### src/rtl/cpu_pkg.sv
// ---------------------------------------------------------------------------
// cpu_pkg
// Shared definitions for the accumulator CPU: the opcode encoding, the
// sequencer state encoding and helpers giving the two memory-mapped I/O
// addresses (display register and switch port) for an A-bit address field.
// ---------------------------------------------------------------------------
package cpu_pkg;

    typedef enum logic [2:0] {
        OP_LOAD  = 3'd0,
        OP_STORE = 3'd1,
        OP_ADD   = 3'd2,
        OP_SUB   = 3'd3,
        OP_XOR   = 3'd4,
        OP_BNZ   = 3'd5,
        OP_JMP   = 3'd6,
        OP_HALT  = 3'd7
    } opcode_t;

    typedef enum logic [1:0] {
        S_IDLE  = 2'd0,
        S_FETCH = 2'd1,
        S_EXEC  = 2'd2,
        S_HALT  = 2'd3
    } state_t;

    // Second-to-last word of the address space is the display register.
    function automatic int unsigned disp_addr(input int unsigned a);
        return (32'd1 << a) - 32'd2;
    endfunction

    // Last word of the address space reads the switch port.
    function automatic int unsigned switch_addr(input int unsigned a);
        return (32'd1 << a) - 32'd1;
    endfunction

endpackage

### src/rtl/cpu_core_if.sv
// ---------------------------------------------------------------------------
// cpu_core_if
// Program-load bus into the CPU's instruction/data memory.
//   prog_we   : write strobe (the core only honours it while stopped)
//   prog_addr : word address, A bits
//   prog_data : word to write, WORD_W bits
// master drives the bus (loader / testbench), slave is the core.
// ---------------------------------------------------------------------------
interface cpu_core_if #(
    parameter int WORD_W = 8,
    parameter int A      = 5
);
    logic              prog_we;
    logic [A-1:0]      prog_addr;
    logic [WORD_W-1:0] prog_data;

    modport master (output prog_we, output prog_addr, output prog_data);
    modport slave  (input  prog_we, input  prog_addr, input  prog_data);
endinterface

### src/rtl/cpu_alu.sv
// ---------------------------------------------------------------------------
// cpu_alu
// Combinational accumulator datapath for LOAD/ADD/SUB/XOR.
//   acc     : current accumulator
//   operand : word read from memory or the switch port
//   opcode  : decoded opcode
//   result  : new accumulator value (acc unchanged for other opcodes)
// Arithmetic wraps modulo 2**WORD_W; no carry/borrow is kept.
// ---------------------------------------------------------------------------
module cpu_alu
    import cpu_pkg::*;
#(
    parameter int WORD_W = 8
) (
    input  logic [WORD_W-1:0] acc,
    input  logic [WORD_W-1:0] operand,
    input  opcode_t           opcode,
    output logic [WORD_W-1:0] result
);

    always_comb begin
        result = acc;
        case (opcode)
            OP_LOAD: result = operand;
            OP_ADD:  result = acc + operand;
            OP_SUB:  result = acc - operand;
            OP_XOR:  result = acc ^ operand;
            default: result = acc;
        endcase
    end

endmodule

### src/rtl/cpu_core.sv
// ---------------------------------------------------------------------------
// cpu_core
// Tiny accumulator CPU. Every instruction takes a FETCH and an EXEC cycle.
// Instruction word = {opcode, addr}; the top two addresses are I/O:
// 2**A-2 is the display register (write-only), 2**A-1 the switch port
// (read-only). Memory is loaded through the program bus while stopped.
//   clock     : rising-edge clock
//   n_reset   : asynchronous active-low reset (memory is not cleared)
//   run       : 1 = execute, 0 = stop and allow program load
//   prog      : program-load bus (slave side)
//   switches  : input port
//   disp      : display register
//   acc       : accumulator
//   pc        : program counter
//   busy      : high in FETCH or EXEC
//   halted    : high after a HALT until run drops
// WORD_W must be at least OP_W+2 and OP_W at least 3.
// ---------------------------------------------------------------------------
module cpu_core
    import cpu_pkg::*;
#(
    parameter int WORD_W = 8,
    parameter int OP_W   = 3
) (
    input  logic                       clock,
    input  logic                       n_reset,
    input  logic                       run,
    cpu_core_if.slave                  prog,
    input  logic [WORD_W-1:0]          switches,
    output logic [WORD_W-1:0]          disp,
    output logic [WORD_W-1:0]          acc,
    output logic [WORD_W-OP_W-1:0]     pc,
    output logic                       busy,
    output logic                       halted
);

    localparam int A     = WORD_W - OP_W;
    localparam int DEPTH = 2 ** A;
    localparam logic [A-1:0] DISP_ADDR = A'(disp_addr(A));
    localparam logic [A-1:0] SW_ADDR   = A'(switch_addr(A));

    logic [WORD_W-1:0] mem [DEPTH];
    logic [WORD_W-1:0] ir;
    state_t            state;

    logic [OP_W-1:0]   ir_op;
    logic [A-1:0]      ir_addr;
    opcode_t           opc;
    logic              op_nop;
    logic [WORD_W-1:0] operand;
    logic [WORD_W-1:0] alu_result;

    assign ir_op   = ir[WORD_W-1 -: OP_W];
    assign ir_addr = ir[A-1:0];
    assign opc     = opcode_t'(ir_op[2:0]);

    // Opcodes beyond the eight defined ones only exist with a wider field;
    // they execute as NOPs.
    if (OP_W > 3) begin : g_wide_op
        assign op_nop = |ir_op[OP_W-1:3];
    end else begin : g_narrow_op
        assign op_nop = 1'b0;
    end

    assign operand = (ir_addr == SW_ADDR) ? switches : mem[ir_addr];

    cpu_alu #(.WORD_W(WORD_W)) u_alu (
        .acc     (acc),
        .operand (operand),
        .opcode  (opc),
        .result  (alu_result)
    );

    // Memory has no reset so a loaded program survives n_reset. Loading is
    // only possible while stopped; program STOREs skip both I/O addresses.
    always_ff @(posedge clock) begin
        if (state == S_IDLE && prog.prog_we) begin
            mem[prog.prog_addr] <= prog.prog_data;
        end else if (state == S_EXEC && !op_nop && opc == OP_STORE &&
                     ir_addr != DISP_ADDR && ir_addr != SW_ADDR) begin
            mem[ir_addr] <= acc;
        end
    end

    // Sequencer and architectural registers. busy/halted are registered
    // alongside the state so they change on the same edge as the state.
    // Leaving EXEC with run low clears pc last, overriding any jump.
    always_ff @(posedge clock or negedge n_reset) begin
        if (!n_reset) begin
            state  <= S_IDLE;
            pc     <= '0;
            ir     <= '0;
            acc    <= '0;
            disp   <= '0;
            busy   <= 1'b0;
            halted <= 1'b0;
        end else begin
            case (state)
                S_IDLE: begin
                    if (run) begin
                        state <= S_FETCH;
                        busy  <= 1'b1;
                    end
                end
                S_FETCH: begin
                    ir    <= mem[pc];
                    pc    <= pc + 1'b1;
                    state <= S_EXEC;
                end
                S_EXEC: begin
                    if (!op_nop) begin
                        case (opc)
                            OP_LOAD, OP_ADD, OP_SUB, OP_XOR: acc <= alu_result;
                            OP_STORE: if (ir_addr == DISP_ADDR) disp <= acc;
                            OP_BNZ:   if (acc != '0) pc <= ir_addr;
                            OP_JMP:   pc <= ir_addr;
                            default: ;
                        endcase
                    end
                    if (!op_nop && opc == OP_HALT) begin
                        state  <= S_HALT;
                        busy   <= 1'b0;
                        halted <= 1'b1;
                    end else if (!run) begin
                        state <= S_IDLE;
                        busy  <= 1'b0;
                        pc    <= '0;
                    end else begin
                        state <= S_FETCH;
                    end
                end
                S_HALT: begin
                    if (!run) begin
                        state  <= S_IDLE;
                        halted <= 1'b0;
                        pc     <= '0;
                    end
                end
                default: state <= S_IDLE;
            endcase
        end
    end

endmodule
### src/flat_wrapper.sv
// flat-port wrapper written by rule: the top's interface ports become plain ports
module cpu_core_flat import cpu_pkg::*;
#(
    parameter int WORD_W = 8,
    parameter int OP_W   = 3
)
  (clock, n_reset, run, switches, disp, acc, pc, busy, halted, prog_prog_we, prog_prog_addr, prog_prog_data);
  cpu_core_if #(.WORD_W(WORD_W)) prog_i ();
  input  logic clock;
  input  logic n_reset;
  input  logic run;
  input  logic [WORD_W-1:0] switches;
  output logic [WORD_W-1:0] disp;
  output logic [WORD_W-1:0] acc;
  output logic [WORD_W-OP_W-1:0] pc;
  output logic busy;
  output logic halted;
  input wire logic [$bits(prog_i.prog_we)-1:0] prog_prog_we;
  input wire logic [$bits(prog_i.prog_addr)-1:0] prog_prog_addr;
  input wire logic [$bits(prog_i.prog_data)-1:0] prog_prog_data;
  assign prog_i.prog_we = prog_prog_we;
  assign prog_i.prog_addr = prog_prog_addr;
  assign prog_i.prog_data = prog_prog_data;
  cpu_core #(.WORD_W(WORD_W), .OP_W(OP_W)) u_core (.clock(clock), .n_reset(n_reset), .run(run), .prog(prog_i), .switches(switches), .disp(disp), .acc(acc), .pc(pc), .busy(busy), .halted(halted));
endmodule
### config.mk
export PLATFORM = sky130hd
export DESIGN_NAME = cpu_core_flat
export DESIGN_NICKNAME = d
export VERILOG_FILES = /design/src/rtl/cpu_pkg.sv /design/src/rtl/cpu_core_if.sv /design/src/rtl/cpu_alu.sv /design/src/rtl/cpu_core.sv /design/src/flat_wrapper.sv
export SDC_FILE = /design/constraint.sdc
export NUM_CORES = 1
export LEC_CHECK = 0
export CAP_MARGIN = 0
export CORE_MARGIN = 1.5
export CORE_UTILIZATION = 55
export CTS_CLUSTER_SIZE = 25
export DETAILED_ROUTE_END_ITERATION = 6
export HOLD_SLACK_MARGIN = 0.06
export PLACE_DENSITY = 0.7
export SLEW_MARGIN = 20
export SYNTH_ARGS = -nofsm -noshare
export SYNTH_HDL_FRONTEND = slang
export SYNTH_SLANG_ARGS = --single-unit
### constraint.sdc
create_clock -name clock -period 8.78 [get_ports clock]
set_clock_uncertainty 0.1 [all_clocks]
set_input_delay 2.634 -clock clock [delete_from_list [all_inputs] [get_ports clock]]
set_output_delay 2.634 -clock clock [all_outputs]
set_load 0.1 [all_outputs]
==> flow_metrics.py <==
metrics = {
    "worst_setup_path": {
        "r2r_slack_ns": 3.44,
        "cpMaxStageDelayCell": "clkdlybuf4s50_1",
        "r2r_cells": 16,
        "worstReg2RegStart": "u_core.ir[0]$_DFFE_PN0N_",
        "cp_max_fo": 68,
        "start_kind": "register",
        "worstSetupPathType": "reg -> out",
        "cp.required_ns": 6.05,
        "end_kind": "output port",
        "worstReg2RegEnd": "u_core.acc[7]$_DFFE_PN0P_",
        "crit_arrival_ns": 3.00,
        "cp_cell_sequence": "buf_4, clkdlybuf4s50_1",
        "slowest_delay_ns": 1.31,
    },
    "grt": {
        "grt_max_degree": 69,
        "grt_pass1_wl_um": 55630,
        "grt_overflow": 0,
        "groute.usage.overall_pct": 28.46,
        "antenna_found_initial": 0,
        "first_global_vias": 8605,
    },
    "cells_and_area": {
        "syn_to_final_growth_pct": 12.44,
        "stdcell_area_um2": 16240,
        "finalNetCount": 944,
        "post_route_cells_drive_above_1_share_pct": 25.64,
        "antenna_cells": 0,
    },
    "drt": {
        "drc": 0,
        "totalWireLength_um": 37200,
        "drt-initial-drc-count": 1062,
        "antenna_left": 0,
        "vias_per_cell": 6.802,
        "first_pass_iters": 5,
        "vias": 8618,
        "wire_per_inst_um": 29.36,
    },
    "pwr": {
        "clkPwrFrac_pct": 23.5,
        "p_leak_nw": 5.224,
        "pwr-share-comb_pct": 45.2,
        "p_sw_share_pct": 38.85,
        "seqPwrFrac_pct": 31.3,
        "p_sw_w": 0.002327,
        "ir_drop_mv": 0.5061,
        "p_per_area_nw_per_um2": 368.8,
        "power_w": 0.005990,
        "p_int_w": 0.003663,
    },
    "run_status": {
        "status": "completed",
    },
    "cts": {
        "cts.repair.resized": 0,
        "cts.sinks": 289,
        "cts.clk_slew.worst_paths_ns": 0.07,
        "cts_made_buffers": 30,
        "hold_buffers": 0,
        "cts_tree": "built",
        "htreeDepth": 1,
        "clockBufferDepth": 3,
        "clk-insertion-delay-late_ns": 0.55,
        "cts_setup_buffers": 0,
        "clockRootBuffer": "clkbuf_16",
    },
    "job": {
        "cap_violations": 0,
    },
    "placed_design": {
        "gp_congestion": 0.8676,
        "pre_cts_ws_ns": 2.658,
        "dpl-instance-area_um2": 15130,
        "dp_hpwl_um": 24560,
        "port_buffers": 47,
    },
    "synthesis": {
        "synth_top_area_share_pct": 53.22,
        "synth_top_cells_by_area": "edfxtp_1, mux4_2, dfrtp_1",
        "ys_warn_count": 0,
        "syn_area_um2": 14450,
        "syn_inst": 875,
        "synth_edf_count": 256,
        "synth_seq_cells": 289,
        "syn_area_per_cell_um2": 16.51,
        "dominantRegCellSynth": "edfxtp_1",
        "yosys.cell_types.count": 61,
        "async_flop_share_pct": 11.42,
        "synth.largest_area_cell": "edfxtp_1",
        "ys_seq_area_share_pct": 58.93,
        "syn_nets": 910,
    },
    "floorplanning": {
        "dieArea_um2": 27240,
        "ios": 48,
        "die-width_um": 165.1,
        "core.rowCount": 59,
        "core_um2": 25910,
        "die_h_um": 165.1,
        "start_util_pct": 55.75,
    },
    "timing": {
        "finalSetupViolCount": 0,
        "worst_slack_ns": 3.047,
        "rsz0062_at_grt": "false",
        "fin_crit_sh_pct": 65.29,
        "relSlewSlack_pct": 25.76,
        "fmax_mhz": 174.4,
        "finalHoldViolations": 0,
        "setup_tns_ns": 0,
        "fin_crit_ns": 5.733,
        "tightest_slew_ns": 1.114,
        "slew_viol_final": 0,
    },
    "worst_hold_path": {
        "holdCritStartpoint": "u_core.disp[4]$_DFFE_PN0P_",
        "hold_end": "u_core.disp[4]$_DFFE_PN0P_",
        "hold_path_depth": 1,
        "holdCritPathClass": "reg -> reg",
    },
}
[cell usage in the layout, fill, tap and decap left out, drive strengths merged, types with 3 or more instances in the layout]
master and count:
o22ai 6, clkdlybuf4s50 47, clkbuf 34, buf 10, xor2 4, nor3b 3, a21o 4, xnor2 8
mux2 29, nand2b 10, or2 5, a22oi 3, edfxtp 256, a211oi 10, nor2b 11, a31oi 4
a221o 8, nor3 10, nor4 7, o2111ai 4, ha 9, bufinv 8, mux2i 27, clkinv 7
nand2 60, mux4 133, o21ai 26, dfrtp 33, o221ai 4, nor2 62, nand3 16, inv 14
clkinvlp 6, a2111oi 4, a21oi 26, o22a 4
[cell usage after synthesis (all sizes together), types with 11 or more instances]
library cell / instances
nor2b: 11
buf: 32
mux2i: 27
o21ai: 26
nor2: 62
mux4: 133
dfrtp: 33
edfxtp: 256
mux2: 29
nand3: 16
a21oi: 26
clkbuf: 23
nand2: 60
inv: 13
[cell type report]
type                            count  area [um^2]
Clock buffer                       34        787.0
Tap cell                          335        419.2
Clock inverter                     21        321.6
Multi-Input combinational cell    517         5590
Timing Repair Buffer               57        545.5
Sequential cell                   289         8526
Fill cell                        1829         9669
Inverter                           14        52.55
[sequential cells by signal, summed over array words and instances (netlist names)]
register and cells:
u_core.mem 256, u_core.acc 8, u_core.disp 8, u_core.ir 8, u_core.pc 5, u_core.state 2
u_core.busy 1, u_core.halted 1
[layer usage]
metal | vias up | wire length [um] | global-route usage [%] | share of wire (%)
met2 | 455 | 17370 | 43.69 | 47
met4 | 0 | 1077 | 8.313 | 2.9
li1 | 3640 | - | - | -
met3 | 63 | 3614 | 6.169 | 9.7
met1 | 4460 | 15140 | 41.42 | 41
met5 | - | 0 | 0 | 0
[power groups by stage]
stage | Clock [W] | Combinational (W) | Sequential (W)
2_1_floorplan | 0 | 0.00197 | 0.00192
6_report | 0.00141 | 0.00270 | 0.00187
3_5_place_dp | 0 | 0.00269 | 0.00191
4_1_cts | 0.00142 | 0.00270 | 0.00188
3_3_place_gp | 0 | 0.00267 | 0.00190
5_1_grt | 0.00148 | 0.00288 | 0.00190
[kinds of logic after synthesis]
family / count (synthesis) / share of synthesized area (%)
xor gates and xnor gates: 13 / 0.8835
buffers and inverters: 69 / 2.365
DFF: 289 / 58.93
and+or+nand+nor: 192 / 6.280
adders and majority gates: 10 / 0.9182
muxes: 189 / 24.97
AOI/OAI and AO/OA: 113 / 5.648
[worst max-delay path: cells and delay by family, from the launching register on]
family | cells | cell delay [ns]
buf+inv | 2 | 2.10
flops | 1 | 0.34
[stage by stage]
step | util (%) | hold WS [ns] | instances
6_report | 62.68 | 0.4043 | 1267
3_3_place_gp | 58.40 | 0.3935 | 1212
5_1_grt | 62.68 | 0.4306 | 1267
3_5_place_dp | 58.40 | 0.3950 | 1212
2_1_floorplan | - | 0.4421 | 875
4_1_cts | 62.68 | 0.4084 | 1267
[how the worst max path moves through the flow]
stage | from | cells past startpoint | slack (ns) | end
final | u_core.pc[1]$_DFFE_PN0P_ | 2 | 3.05 | pc[1]
after global routing | u_core.pc[1]$_DFFE_PN0P_ | 2 | 2.95 | pc[1]
after CTS | u_core.pc[1]$_DFFE_PN0P_ | 2 | 3.01 | pc[1]
after detailed placement | switches[0] | 15 | 2.66 | u_core.acc[7]$_DFFE_PN0P_
after global placement | switches[0] | 15 | 2.71 | u_core.acc[7]$_DFFE_PN0P_
after floorplan | switches[0] | 14 | 3.46 | u_core.acc[7]$_DFFE_PN0P_
Power figures use the tool's default switching activity.
==> patch, RTL diff (config.mk and constraints unchanged) <==
Put one more register stage on the output `pc`, cleared by the reset. The value now appears one clock later. The other outputs are not delayed to match.
--- a/src/rtl/cpu_core.sv
+++ b/src/rtl/cpu_core.sv
@@ -38,6 +38,8 @@
     localparam int DEPTH = 2 ** A;
     localparam logic [A-1:0] DISP_ADDR = A'(disp_addr(A));
     localparam logic [A-1:0] SW_ADDR   = A'(switch_addr(A));
+
+    logic [WORD_W-OP_W-1:0] pc_s0;
 
     logic [WORD_W-1:0] mem [DEPTH];
     logic [WORD_W-1:0] ir;
@@ -88,7 +90,7 @@
     always_ff @(posedge clock or negedge n_reset) begin
         if (!n_reset) begin
             state  <= S_IDLE;
-            pc     <= '0;
+            pc_s0  <= '0;
             ir     <= '0;
             acc    <= '0;
             disp   <= '0;
@@ -103,8 +105,8 @@
                     end
                 end
                 S_FETCH: begin
-                    ir    <= mem[pc];
-                    pc    <= pc + 1'b1;
+                    ir    <= mem[pc_s0];
+                    pc_s0 <= pc_s0 + 1'b1;
                     state <= S_EXEC;
                 end
                 S_EXEC: begin
@@ -112,8 +114,8 @@
                         case (opc)
                             OP_LOAD, OP_ADD, OP_SUB, OP_XOR: acc <= alu_result;
                             OP_STORE: if (ir_addr == DISP_ADDR) disp <= acc;
-                            OP_BNZ:   if (acc != '0) pc <= ir_addr;
-                            OP_JMP:   pc <= ir_addr;
+                            OP_BNZ:   if (acc != '0) pc_s0 <= ir_addr;
+                            OP_JMP:   pc_s0 <= ir_addr;
                             default: ;
                         endcase
                     end
@@ -124,7 +126,7 @@
                     end else if (!run) begin
                         state <= S_IDLE;
                         busy  <= 1'b0;
-                        pc    <= '0;
+                        pc_s0 <= '0;
                     end else begin
                         state <= S_FETCH;
                     end
@@ -133,7 +135,7 @@
                     if (!run) begin
                         state  <= S_IDLE;
                         halted <= 1'b0;
-                        pc     <= '0;
+                        pc_s0  <= '0;
                     end
                 end
                 default: state <= S_IDLE;
@@ -141,4 +143,12 @@
         end
     end
 
+    always_ff @(posedge clock or negedge n_reset) begin
+        if (!n_reset) begin
+            pc <= '0;
+        end else begin
+            pc <= pc_s0;
+        end
+    end
+
 endmodule
Function: changed (a bounded check fails within 4 cycles, from zero or initial values and one cycle with n_reset low).
==> patch against the original RTL <==
- wire length rose by 3.6%
- core utilization fell by 0.40 points
- count of clock-buffer cells in the layout did not move
- synthesized area fell by 0.29%
- worst setup slack improved by 0.22 ns
- first-iteration DRC count rose by 21%
- final area fell by 0.64%
- sequential cell count rose by 5
- register-to-register slack got worse by 0.17 ns
- power fell by 1.1%
- critical endpoint is now u_core.acc[7]
- largest power group unchanged
- highest routed layer unchanged
==> patch: results (changes against the original RTL) <==
Run status
  • Status: finished, final reports clean

Clock network
  • CTS max path bufs: 3 (unchanged)
  • CTS Buf Count: 30 (unchanged)
  • Post-CTS sizing: 0 (unchanged)
  • Clock Sinks: 294 (+1.7%)
  • Clk root buf: clkbuf_16
  • Clk_lat worst skew: ~0.56 ns
  • Clk slew on worst S/H paths: 0.06 ns
  • Post CTS Setup Buffer Count: 0 (unchanged)
  • H-tree depth: 1 (unchanged)

Global route
  • Largest net degree at the start of global routing: 42 (-39%)
  • Tot GR Track Use: 29.48% (+1.0 points)
  • First-pass GRT wire length: 57300 um (+3.0%)
  • Initial antenna violation count: 0 (unchanged)
  • Vias in the first global route: 8819 (+2.5%)

Pwr
  • Maximum VDD drop: 0.3624 mV (-28%)
  • Leak pwr: 5.193 nW (-0.59%)
  • Int Pwr: 0.003547 W (-3.2%)

Synthesis
  • Synth cell count leaders: edfxtp_1, mux4_2, nor2_1, nand2_1, dfrtp_1
  • Post-synth EDFFs: 256 (unchanged)
  • Syn_nets: 897 (-1.4%)
  • Async SR Flop Fraction: 12.93% (+1.5 points)
  • Distinct cells, synth: 60 (-1.6%)
  • Register area share after synthesis: 59.98% (+1.0 points)
  • Warnings from Yosys: 0 (unchanged)
  • Most area-consuming cells after synthesis: edfxtp_1, mux4_2, dfrtp_1

Worst hold path
  • Hold Path Class: reg2reg
  • Cells on Worst Hold Path: 0 (-1)
  • Hold path start: u_core.pc_s0[2]

Route
  • Vias per cell: 7.034 (+3.4%)
  • Total Routed Length: 38550 um (+3.6%)
  • Initial DRC count: 1284 (+21%)
  • First-pass DRT Iterations: 5 (unchanged)

Worst setup path
  • R2R depth: 14 (-2)
  • Largest stage delay on the critical path: 0.85 ns (-0.46 ns)
  • Critical-path top delay cell: dfrtp_4
  • Critical Path Fanout Max: 31 (-54%)
  • Crit path DAT: 5.85 ns (+2.85 ns)
  • Crit-path leading delay family: compound AO/OA/AOI/OAI gates
  • Critical Path Source: u_core.ir[0]

Final layout
  • Most flop-heavy register: u_core.mem
  • Max FFs per register: 256 (unchanged)
  • Layout cells sized above 1: 25.11% (-0.54 points)
  • FILL cells: 1801 (-1.5%)
  • Nets: 935 (-0.95%)
  • N_diodes: 0 (unchanged)

Placement
  • Port bufs: 47 (unchanged)
  • Post-place setup slack: 2.718 ns (+0.05943 ns)
  • GP Congestion: 0.8913 (+2.7%)
  • Final HPWL DP: 25600 um (+4.3%)

Timing
  • Worst slew pin tran: 1.163 ns (+0.04972 ns)
[patch: cell count changes after synthesis, sizes merged, moves of 5 or more]
cell / unedited run / this run
a22oi: 3 / 8
buf: 32 / 26
dfrtp: 33 / 38
mux2: 29 / 19
mux2i: 27 / 20
mux4: 133 / 141
nor2: 62 / 68
o21ai: 26 / 33
o22ai: 6 / 1
[patch: area by class of cell]
| cell class | instances | area (um2) | area share, % |
|---|---|---|---|
| sequential | 294 | 8651 | 53.61 |
| multi-input combinational | 504 | 5482 | 33.97 |
| clock buffer | 34 | 785.8 | 4.869 |
| timing repair buffer | 57 | 540.5 | 3.349 |
| tap | 335 | 419.2 | 2.597 |
| clock inverter | 22 | 211.5 | 1.310 |
| inverter | 13 | 48.80 | 0.3024 |
[patch: power by group through the flow]
stage | registers, W | logic (W) | clock network, W
floorplan | 0.00196 | 0.00193 | 0
global placement | 0.00192 | 0.00268 | 0
detailed placement | 0.00193 | 0.00271 | 0
CTS | 0.00190 | 0.00272 | 0.00129
global route | 0.00193 | 0.00292 | 0.00135
finish | 0.00190 | 0.00275 | 0.00128
[patch: per-stage QoR]
step	instances	util, %	total power (W)	area [um2]
after floorplan	862	-	0.003894	14400
after global placement	1203	58.41	0.004599	15140
after detailed placement	1203	58.43	0.004636	15140
after CTS	1259	62.28	0.005912	16140
after global routing	1259	62.28	0.006189	16140
final	1259	62.28	0.005927	16140
[patch: worst paths after layout]
check	to	slack [ns]
max reg2reg	u_core.acc[7]	3.27
min	u_core.pc[2]	0.28
min reg2reg	u_core.pc[2]	0.28
max	u_core.acc[7]	3.27
min in group asynchronous	u_core.pc[0]	2.09
max in group asynchronous	u_core.ir[1]	5.84
[patch: layer usage]
layer  track usage (%)  part of all wire, %
met3             4.169                  9.3
met2             45.93                   47
met1             43.45                   40
met5                 0                    0
met4             9.500                  3.5
[patch: logic make-up (layout without fill, tap and decap cells)]
kind of cell             count (synthesis)  count (layout)  synth area share [%]
AO/OA/AOI/OAI                          117             117                 5.647
XOR/XNOR                                15              15                0.9122
adder cells (fa/ha/maj)                 10              10                0.9209
buffers and inverters                   64             126                 1.998
flip-flops                             294             294                 59.98
multiplexers                           180             180                 24.92
AND/OR/NAND/NOR                        182             182                 5.621
